**config.mk**
```make
export PLATFORM = sky130hd
export DESIGN_NAME = fetch_sequencer
export DESIGN_NICKNAME = d
export VERILOG_FILES = /design/src/rtl/fetch_sequencer.sv
export SDC_FILE = /design/constraint.sdc
export NUM_CORES = 1
export LEC_CHECK = 0
export ABC_AREA = 1
export CELL_PAD_IN_SITES_DETAIL_PLACEMENT = 0
export CELL_PAD_IN_SITES_GLOBAL_PLACEMENT = 1
export CORE_UTILIZATION = 34
export CTS_CLUSTER_SIZE = 12
export DETAILED_ROUTE_END_ITERATION = 16
export PLACE_DENSITY = 0.78
export SLEW_MARGIN = 20
export SYNTH_ARGS = -nofsm -noshare
export SYNTH_HDL_FRONTEND = slang
export SYNTH_SLANG_ARGS = --single-unit
```
**constraint.sdc**
```tcl
create_clock -name clk -period 3.62 [get_ports clk]
set_clock_uncertainty 0.2 [all_clocks]
set_input_delay 0.905 -clock clk [delete_from_list [all_inputs] [get_ports clk]]
set_output_delay 0.905 -clock clk [all_outputs]
set_load 0.005 [all_outputs]
```
**src/rtl/fetch_sequencer.sv**
```systemverilog
// Instruction fetch/issue controller: drives the fetch PC, resolves JMP in fetch and
// inserts RAW-hazard bubbles when built with `define HAZARD_INTERLOCK_EN.
module fetch_sequencer #(
  parameter int         HAZARD_DEPTH = 3,
  parameter logic [6:0] OP_NOP       = 7'd0,
  parameter logic [6:0] OP_JMP       = 7'd1,
  parameter logic [6:0] OP_ST        = 7'd2
) (
  input  logic        clk,
  input  logic        rst_n,
  input  logic        en,
  input  logic        stall_i,
  output logic [13:0] pc_o,
  input  logic [31:0] ir_i,
  output logic [31:0] ir_o,
  output logic        ir_valid_o,
  output logic        bubble_o
);

  typedef enum logic [0:0] {IDLE = 1'b0, RUN = 1'b1} state_t;

  localparam logic [31:0] NOP_WORD = {OP_NOP, 25'd0};

  state_t     state;
  logic [6:0] opcode;
  logic       is_jmp;
  logic       hazard;

  assign opcode = ir_i[31:25];
  assign is_jmp = (opcode == OP_JMP);

  if ((HAZARD_DEPTH < 1) || (HAZARD_DEPTH > 7) || (OP_ST == OP_NOP) ||
      (OP_ST == OP_JMP) || (OP_NOP == OP_JMP)) begin : g_bad_cfg
    $error("fetch_sequencer: illegal HAZARD_DEPTH or overlapping opcodes");
  end

`ifdef HAZARD_INTERLOCK_EN
  logic [4:0] rd;
  logic [4:0] rs1;
  logic [4:0] rs2;
  logic       has_src;
  logic       is_st;
  logic [4:0] dest;
  logic       issue;
  logic [4:0] sb [HAZARD_DEPTH];

  assign rd      = ir_i[24:20];
  assign rs1     = ir_i[19:15];
  assign rs2     = ir_i[14:10];
  assign has_src = (opcode != OP_NOP) && !is_jmp;
  assign is_st   = (opcode == OP_ST);
  assign dest    = (has_src && !is_st) ? rd : 5'd0;
  assign issue   = (state == RUN) && en && !hazard && !is_jmp;

  // Any live source hitting a recent nonzero destination stalls issue; ST reads its rd.
  always_comb begin
    hazard = 1'b0;
    for (int i = 0; i < HAZARD_DEPTH; i++) begin
      hazard = hazard | ((sb[i] != 5'd0) &&
                         ((has_src && ((rs1 == sb[i]) || (rs2 == sb[i]))) ||
                          (is_st && (rd == sb[i]))));
    end
  end

  // Destination history of the last HAZARD_DEPTH issue slots; non-issue slots push R0.
  always_ff @(posedge clk) begin
    if (!rst_n) begin
      for (int i = 0; i < HAZARD_DEPTH; i++) begin
        sb[i] <= 5'd0;
      end
    end else if (!stall_i) begin
      sb[0] <= issue ? dest : 5'd0;
      for (int i = 1; i < HAZARD_DEPTH; i++) begin
        sb[i] <= sb[i-1];
      end
    end
  end
`else
  assign hazard = 1'b0;
`endif

  // Fetch/issue state machine; stall freezes every register including the state.
  always_ff @(posedge clk) begin
    if (!rst_n) begin
      state      <= IDLE;
      pc_o       <= 14'd0;
      ir_o       <= NOP_WORD;
      ir_valid_o <= 1'b0;
      bubble_o   <= 1'b0;
    end else if (!stall_i) begin
      case (state)
        IDLE: begin
          ir_o       <= NOP_WORD;
          ir_valid_o <= 1'b0;
          bubble_o   <= 1'b0;
          if (en) begin
            state <= RUN;
          end
        end
        RUN: begin
          if (!en) begin
            state      <= IDLE;
            ir_o       <= NOP_WORD;
            ir_valid_o <= 1'b0;
            bubble_o   <= 1'b0;
          end else if (hazard) begin
            ir_o       <= NOP_WORD;
            ir_valid_o <= 1'b0;
            bubble_o   <= 1'b1;
          end else if (is_jmp) begin
            // Low 14 bits of the sign-extended offset give the modulo-2^14 target.
            pc_o       <= pc_o + ir_i[13:0];
            ir_o       <= NOP_WORD;
            ir_valid_o <= 1'b0;
            bubble_o   <= 1'b0;
          end else begin
            pc_o       <= pc_o + 14'd1;
            ir_o       <= ir_i;
            ir_valid_o <= 1'b1;
            bubble_o   <= 1'b0;
          end
        end
        default: begin
          state      <= IDLE;
          ir_o       <= NOP_WORD;
          ir_valid_o <= 1'b0;
          bubble_o   <= 1'b0;
        end
      endcase
    end
  end

endmodule

```
# --- Word-level counts from Yosys, hierarchy flattened ---
# Cells that the tools add are included.
op_classes:
  muxes: 8
  addsub: 2
  n_eq_ne: 1
  reduce_logical: 1
  bitwise: 2
op_table:
  columns: ["cell", "n"]
  rows:
  - ["$mux W32", 2]
  - ["$pmux W32 S2", 1]
  - ["$add A14 B1 Y14 const B", 1]
  - ["$add A14 B14 Y14", 1]
  - ["$mux W14", 1]
  - ["$eq A7 B1 Y1 const B", 1]
  - ["$mux W1", 3]
  - ["$reduce_and A3 Y1", 1]
  - ["$not A1 Y1", 2]
  - ["$pmux W1 S2", 1]
totals:
  ff_bits: 48
  out_inout_bits: 48
  word_cells: 18

# --- Depth between registers and ports, before layout ---
# Gate-level depths: netlist of the first run.
depth:
  depth_word: 4
  depth_mapped: 19

# --- Worst setup path before layout of the first run ---
# No wires, ideal clock.
synth_path:
  kind: "input to register"
  from: "in ir_i[29]"
  to: "reg pc_o[8]"
  arrival_ps: 2651
  path_buffers: 1
  setup_time_ps: 109
  path_stages: 17
  setup_slack_ps: 660
  path_cell_list: "nor2_1 -> nand2_1 -> nor2_2 -> inv_2 -> buf_6 -> or2_1 -> ha_1 -> inv_1 -> fa_1 -> inv_1 -> nand3_1 -> nand3_2 -> a21oi_1 -> or2_0 -> nand3_1 -> nand2_1 -> inv_1"
synth_via:
  elab_chain_cells: 2
synth_rtl:
  columns: ["element", "line", "text"]
  rows:
  - ["start: declaration", "14", "input logic [31:0] ir_i,"]
  - ["$eq A7 B1 Y1", "30", "assign is_jmp = (opcode == OP_JMP);"]
  - ["$mux W14", "110", "end else if (is_jmp) begin"]
  - ["end signal: assignment", "112", "pc_o <= pc_o + ir_i[13:0];"]
  - ["end signal: assignment", "117", "pc_o <= pc_o + 14'd1;"]
  - ["end: declaration", "13", "output logic [13:0] pc_o,"]
# No other way between the ends.
# A chain may end at the register's enable or synchronous reset.

# --- Worst setup path after layout of the first run ---
layout_path:
  from: "in ir_i[25]"
  to: "reg pc_o[13]"
# Same word-level chain as after synthesis.

==> summary.md, run 1 <==
| Metric | Value |
|---|---|
| Min-delay worst type | register to register |
| Post-CTS Setup Inserts | 0 |
| WP data required | 3630 ps |
| Worst slack, placed | -48.7 ps |
| Power per cell area | 272 nW/um^2 |
| Initial DRC Count | 76 |
| Final worst-path cycle share | 92.8% |
| Fin crit period | 3360 ps |
| Maximum vdd ir drop | 0.000165 V |
| Ant diodes | 0 |
| Max-slew violations | 0 |
| Clock transition time at the flip-flop clock pins of the worst setup and hold paths | 90 ps |
| Final hold slack | 262 ps |
| Global-route wire length before repair | 12300 um |
| Achievable clock frequency | 0.298 GHz |
| Latest clock arrival within the worst-skew pair | 300 ps |
| Slowest CP cell | clkdlybuf4s50_1 |
| Layout cell share with drive strength beyond 1 | 14.1% |
| Mapped Cells | 424 |
| Critical path fanouts, max | 17 |
| Synthesized flop and latch total | 48 |
| Cells along the critical path | clkdlybuf4s50_1 > inv_1 > nor2_2 > nand2_1 > nor2_2 > inv_2 > nor2_1 > ha_1 > nand2_1 > nand2_1 > nand2_1 > nand2_1 > a21oi_1 > nand2_1 > nand2_1 > nand3_1 > nand2_1 > inv_1 |
| Area of the multi-input gates | 1640 sq um |
| Width of the die | 96.3 um |
| Largest buffer count on any clock path | 2 |
| Drt total wl | 7860 um |
| Reg2Reg Setup Slack | 1610 ps |
| Total global routing overflow | 0 |
| CTS tree | built |
| RSZ-0062 raised after global routing | no |
| Arr. time, crit path | 3370 ps |
| Critical Path End Type | register |
| PortBufs | 82 |
| Reg2reg end | pc_o[8]$_SDFFE_PN0P_ |
| Row count | 34 |
| Starting Density | 34.8% |
| Max-Cap Viols | 0 |
| CTS H-Tree Depth | 2 |
| Die Y | 96.3 um |
| Cell Area, Synth | 3020 sq um |
| DRC Markers | 0 |
| Critical path class | primary input to register |
| Yosys top cell by area | dfxtp_1 |
| Vias in the first global route | 2505 |
| Most frequent cells in the layout | 123 x nand2_1, 82 x clkdlybuf4s50_1, 63 x inv_1 |
| Register area | 961 sq um |
| Final setup vio count | 0 |
| Power Total | 1.09 mW |
| Seq/Total Area, Yosys | 31.8% |
| Setup TNS | 0 ps |
| Syn Area/Cell | 7.13 sq um |
| Root buffer cell | clkbuf_8 |
| Worst Hold End | ir_o[14]$_SDFFE_PN0N_ |
| Mapped Nets | 474 |
| Top-area cell type share of the netlist area | 31.8% |
| Nets@finish | 553 |
| Worst slew margin | 61.4% |
| Final worst slack | 262 ps |
| Fill count | 902 |
| Slew @ Worst Pin | 577 ps |
| Hold Crit Depth | 2 |
| Most common cell after layout, fill and taps aside | nand2_1 |
| DP HPWL | 5970 um |
| Worst Reg-to-Reg Cells | 11 |
| Worst Hold Launch | ir_o[14]$_SDFFE_PN0N_ |
| Crit-path max cell delay | 490 ps |
| Largest cells by area after synthesis | dfxtp_1 32%, nand2_1 15%, nand3_2 7.9% |
| Distinct cells, synth | 32 |
| Post-route antenna net violation count | 0 |
| YS warnings | 0 |
| Total GRT Usage | 17.1% |
| Outcome | finished, final reports clean |
| Die area | 9270 sq um |
| CP Launch Type | primary input |
| Crit path top cell by count | nand2_1 |
| Hold_buf cts | 0 |
| Final GP Congestion | 0.903 |
| Largest net degree at the start of global routing | 35 |
| Core Area | 8680 sq um |
| Vias | 2821 |
| I/O pin cnt | 84 |
| Number of antenna violations at the first check in global routing | 0 |
| Drt pass-1 iters | 4 |
| Routed len/inst | 12.8 um |
| P_leak | 1.69 nW |
| Num CTS Buffers | 5 |
| Num Clock Sinks | 48 |
| Worst r2r src | pc_o[0]$_SDFFE_PN0P_ |
| Post-CTS sizing | 0 |
| Final Hold Viols | 0 |
| Avg Vias per Cell | 4.61 |
| Syn-to-layout area delta | 33.3% |
## per-layer routing
metal / GRT usage, % / vias up / wire [um]
met5: 0 / - / 0
met4: 4.78 / 0 / 127
met3: 3.16 / 10 / 351
met2: 26.2 / 59 / 3510
met1: 24.4 / 1262 / 3870
li1: - / 1490 / -
## worst max path at each step
| stage | from | end | slack (ps) |
|---|---|---|---|
| final | ir_i[25] | pc_o[13]$_SDFFE_PN0P_ | 260 |
| after global routing | ir_i[25] | pc_o[13]$_SDFFE_PN0P_ | 50 |
| after CTS | ir_i[25] | pc_o[8]$_SDFFE_PN0P_ | 290 |
| after detailed placement | ir_i[25] | pc_o[8]$_SDFFE_PN0P_ | -50 |
| after global placement | ir_i[25] | pc_o[7]$_SDFFE_PN0P_ | 7 |
| after floorplan | ir_i[29] | pc_o[8]$_SDFFE_PN0P_ | 660 |
## kinds of logic after synthesis
logic type | Yosys count | share of synthesized area, %
xor gates and xnor gates | 4 | 1.16
and+or+nand+nor | 211 | 33.5
other | 1 | 0.124
adders and majority gates | 14 | 6.04
DFF | 48 | 31.8
AOI/OAI and AO/OA | 60 | 13.6
buffers and inverters | 86 | 13.8
## through the flow
step	utilization (%)	cells	cell area [sq um]
3_3_place_gp	45.0	604	3910
5_1_grt	46.4	612	4030
2_1_floorplan	-	424	3020
4_1_cts	46.4	612	4030
6_report	46.4	612	4030
3_5_place_dp	45.0	604	3910
## state kept, by name, indices dropped and copies added (netlist names)
register / cells
state: 1
ir_valid_o: 1
ir_o: 32
pc_o: 14
## worst max-delay path, delay by kind of cell
| family | cells | cell delay [ps] |
|---|---|---|
| AOI/OAI and AO/OA | 1 | 300 |
| adders and majority gates | 1 | 330 |
| buffers and inverters | 4 | 730 |
| and+or+nand+nor | 12 | 1090 |
## layout make-up
class,count,area share (%)
timing repair buffer,91,22.7
sequential,48,23.9
inverter,67,6.30
clock inverter,2,0.963
clock buffer,6,2.05
multi-input combinational,290,40.8
tap,108,3.35
## Yosys cell counts
master	count
inv_4	1
nor3_1	1
ha_1	13
buf_8	1
nand3b_1	1
nand3_2	24
clkbuf_1	6
nor2_1	28
or2_0	1
buf_12	2
xnor2_1	1
nand4_1	3
nand3_4	1
or2_1	1
buf_4	2
fa_1	1
a21oi_2	22
nor2_2	3
inv_2	3
o21ai_0	4
buf_2	3
conb_1	1
inv_1	63
buf_6	5
a21oi_1	23
nand2_1	123
o21a_1	6
xor2_1	3
o21bai_1	4
dfxtp_1	48
o211ai_1	1
nand3_1	25
## where the power goes
part	internal (mW)	switching, mW
clock network	0.226	0.194
logic	0.0689	0.0625
registers	0.536	0.00621
No activity file was read; power rests on OpenSTA's default activity.
==> run 2, diff against run 1 <==
CTS_CLUSTER_DIAMETER = 80   (was not set)
==> results of run 2 <==
No change in the layout: final DEF, timing and power equal those of run 1.
==> run 3, diff against run 2 <==
CORE_MARGIN = 2   (was not set)
==> run 3 against run 2 <==
  * Combinational power about the same
  * Sequential share of layout area barely moved
  * First-iteration DRC count fell by 7.9%
  * Clock power is 4% lower
  * Maximum frequency shrank 0.32%
  * Sequential power hardly changed
  * Cell area is essentially flat
  * Worst hold slack improved by 6.1 ps
  * Die area grew 4.2%
  * Total power down 1.6%
  * Sequential cell count is the same
  * Critical path type unchanged
  * Largest power group unchanged
  * Highest routed layer unchanged
==> summary.md, run 3 (synthesis gave the netlist of run 1 again) <==
| Metric | Value |
|---|---|
| Largest net degree at the start of global routing | 35 |
| Avg Vias per Cell | 4.62 |
| Layout cell share with drive strength beyond 1 | 14.4% |
| Most Crowded Layer GR | met2 |
| Final Hold Viols | 0 |
| Met1 Track Usage GR | 22.2% |
| M2 GR Usage | 26.8% |
| Crit-path max cell delay | 480 ps |
| Critical Path End Type | register |
| Combinational group share of total power | 12.1% |
| Largest register FFs | 32 |
| Syn-to-layout area delta | 33.2% |
| Largest buffer count on any clock path | 2 |
| Total global routing overflow | 0 |
| Maximum vdd ir drop | 0.000192 V |
| Final GP Congestion | 0.843 |
| Cells along the critical path | clkdlybuf4s50_1 > inv_1 > nor2_2 > nand2_1 > nor2_2 > inv_2 > or2_1 > ha_1 > inv_1 > fa_1 > inv_1 > nand3_1 > nand3_2 > a21oi_1 > or2_0 > nand3_1 > nand2_1 > inv_1 |
| Min-delay worst type | register to register |
| Power Total | 1.08 mW |
| Flop pwr share | 50.4% |
| WP data required | 3640 ps |
| Num Clock Sinks | 48 |
| Switching Share | 24.4% |
| RSZ-0062 raised after global routing | no |
| Max-Cap Viols | 0 |
| Ant diodes | 0 |
| Most common cell after layout, fill and taps aside | nand2_1 |
| Die Y | 98.3 um |
| Power per cell area | 267 nW/um^2 |
| Outcome | finished, final reports clean |
| Most frequent cells in the layout | 123 x nand2_1, 82 x clkdlybuf4s50_1, 63 x inv_1 |
| Final worst-path cycle share | 93.1% |
| Crit path top cell by count | inv_1 |
| Buffers & Inverters on Critical Path | 6 |
| Crit path max-delay family | simple AND/OR/NAND/NOR gates |
| DP HPWL | 6090 um |
| Pint | 0.813 mW |
| Starting Density | 34.8% |
| I/O pin cnt | 84 |
| Global-route wire length before repair | 13000 um |
| Slowest CP cell | clkdlybuf4s50_1 |
| Drt total wl | 7820 um |
| Post-route antenna net violation count | 0 |
| Worst slack, placed | -81.9 ps |
| Fill count | 883 |
| Largest regs | ir_o: 32 flops, pc_o: 14 flops |
| Area of the multi-input gates | 1640 sq um |
| Post-CTS sizing | 0 |
| Routed len/inst | 12.7 um |
| CTS tree | built |
| Post-CTS Setup Inserts | 0 |
| Initial DRC Count | 70 |
| Hold_buf cts | 0 |
| Reg2Reg Setup Slack | 1570 ps |
| Vias in the first global route | 2725 |
| Core Area | 8680 sq um |
| Vias | 2837 |
| Num CTS Buffers | 5 |
| Met3 GRT Util | 2.51% |
| Critical path class | primary input to register |
| Row count | 34 |
| Arr. time, crit path | 3390 ps |
| Largest Register | ir_o |
| Max-slew violations | 0 |
| Total GRT Usage | 16.3% |
| Nets@finish | 555 |
| Clock transition time at the flip-flop clock pins of the worst setup and hold paths | 100 ps |
| Drt pass-1 iters | 7 |
| Final setup vio count | 0 |
| CP Launch Type | primary input |
| Register area | 961 sq um |
| Width of the die | 98.3 um |
| Clock share of power | 37.6% |
| Number of antenna violations at the first check in global routing | 0 |
| Psw | 0.263 mW |
| DRC Markers | 0 |
| Final worst slack | 251 ps |
| P_leak | 1.69 nW |
| Achievable clock frequency | 0.297 GHz |
| Fin crit period | 3370 ps |
| Root buffer cell | clkbuf_8 |
| CTS H-Tree Depth | 2 |
| Die area | 9660 sq um |
| Latest clock arrival within the worst-skew pair | 300 ps |
| Critical path fanouts, max | 16 |
| PortBufs | 82 |
| Layout Utilization | 46.4% |
[run 3: cell types whose count changed in the layout (fill, tap and decap cells not counted)]
cell and change:
buf_4 +3, buf_12 -1, clkbuf_8 -1, clkinv_4 -1, clkinvlp_4 +1, inv_6 +1
[run 3: stage by stage]
| stage | instance area [sq um] | hold WS [ps] | cells | setup TNS [ps] |
|---|---|---|---|---|
| final | 4030 | 269 | 614 | 0 |
| after global routing | 4030 | 284 | 614 | 0 |
| after CTS | 4030 | 272 | 614 | 0 |
| after detailed placement | 3910 | 257 | 606 | -147 |
| after global placement | 3910 | 246 | 606 | 0 |
| after floorplan | 3020 | 253 | 424 | 0 |
[run 3: metal layers]
metal / part of all wire [%] / vias to the layer above
li1: - / 1497
met1: 48 / 1264
met2: 47 / 66
met3: 3.7 / 10
met4: 1.7 / 0
met5: 0 / -
[run 3: power by group through the flow]
stage	combinational (mW)	clock (mW)	sequential, mW
after detailed placement	0.131	0	0.555
after CTS	0.131	0.421	0.542
after floorplan	0.0575	0	0.554
after global routing	0.143	0.439	0.544
final	0.130	0.404	0.542
after global placement	0.130	0	0.554
[run 3: final cells by class]
| class | instances | area share (%) |
|---|---|---|
| tap | 108 | 3.36 |
| multi-input combinational | 290 | 40.8 |
| inverter | 67 | 6.31 |
| timing repair buffer | 93 | 22.8 |
| sequential | 48 | 23.9 |
| clock inverter | 3 | 1.15 |
| clock buffer | 5 | 1.71 |
[run 3: final timing paths]
path                         startpoint                    end  depth (start not counted)
hold / removal    ir_o[29]$_SDFFE_PN0N_  ir_o[29]$_SDFFE_PN0N_                          2
hold reg to reg   ir_o[29]$_SDFFE_PN0N_  ir_o[29]$_SDFFE_PN0N_                          2
setup reg to reg   pc_o[0]$_SDFFE_PN0P_   pc_o[8]$_SDFFE_PN0P_                         11
setup / recovery               ir_i[25]   pc_o[8]$_SDFFE_PN0P_                         18
[run 3: worst reg2reg max path: stages (launching register included)]
cell and delay (ps):
dfxtp_1 370, ha_1 210, inv_1 70, fa_1 410
inv_1 100, nand3_1 90, nand3_2 120, a21oi_1 90
or2_0 200, nand3_1 70, nand2_1 50, inv_1 40
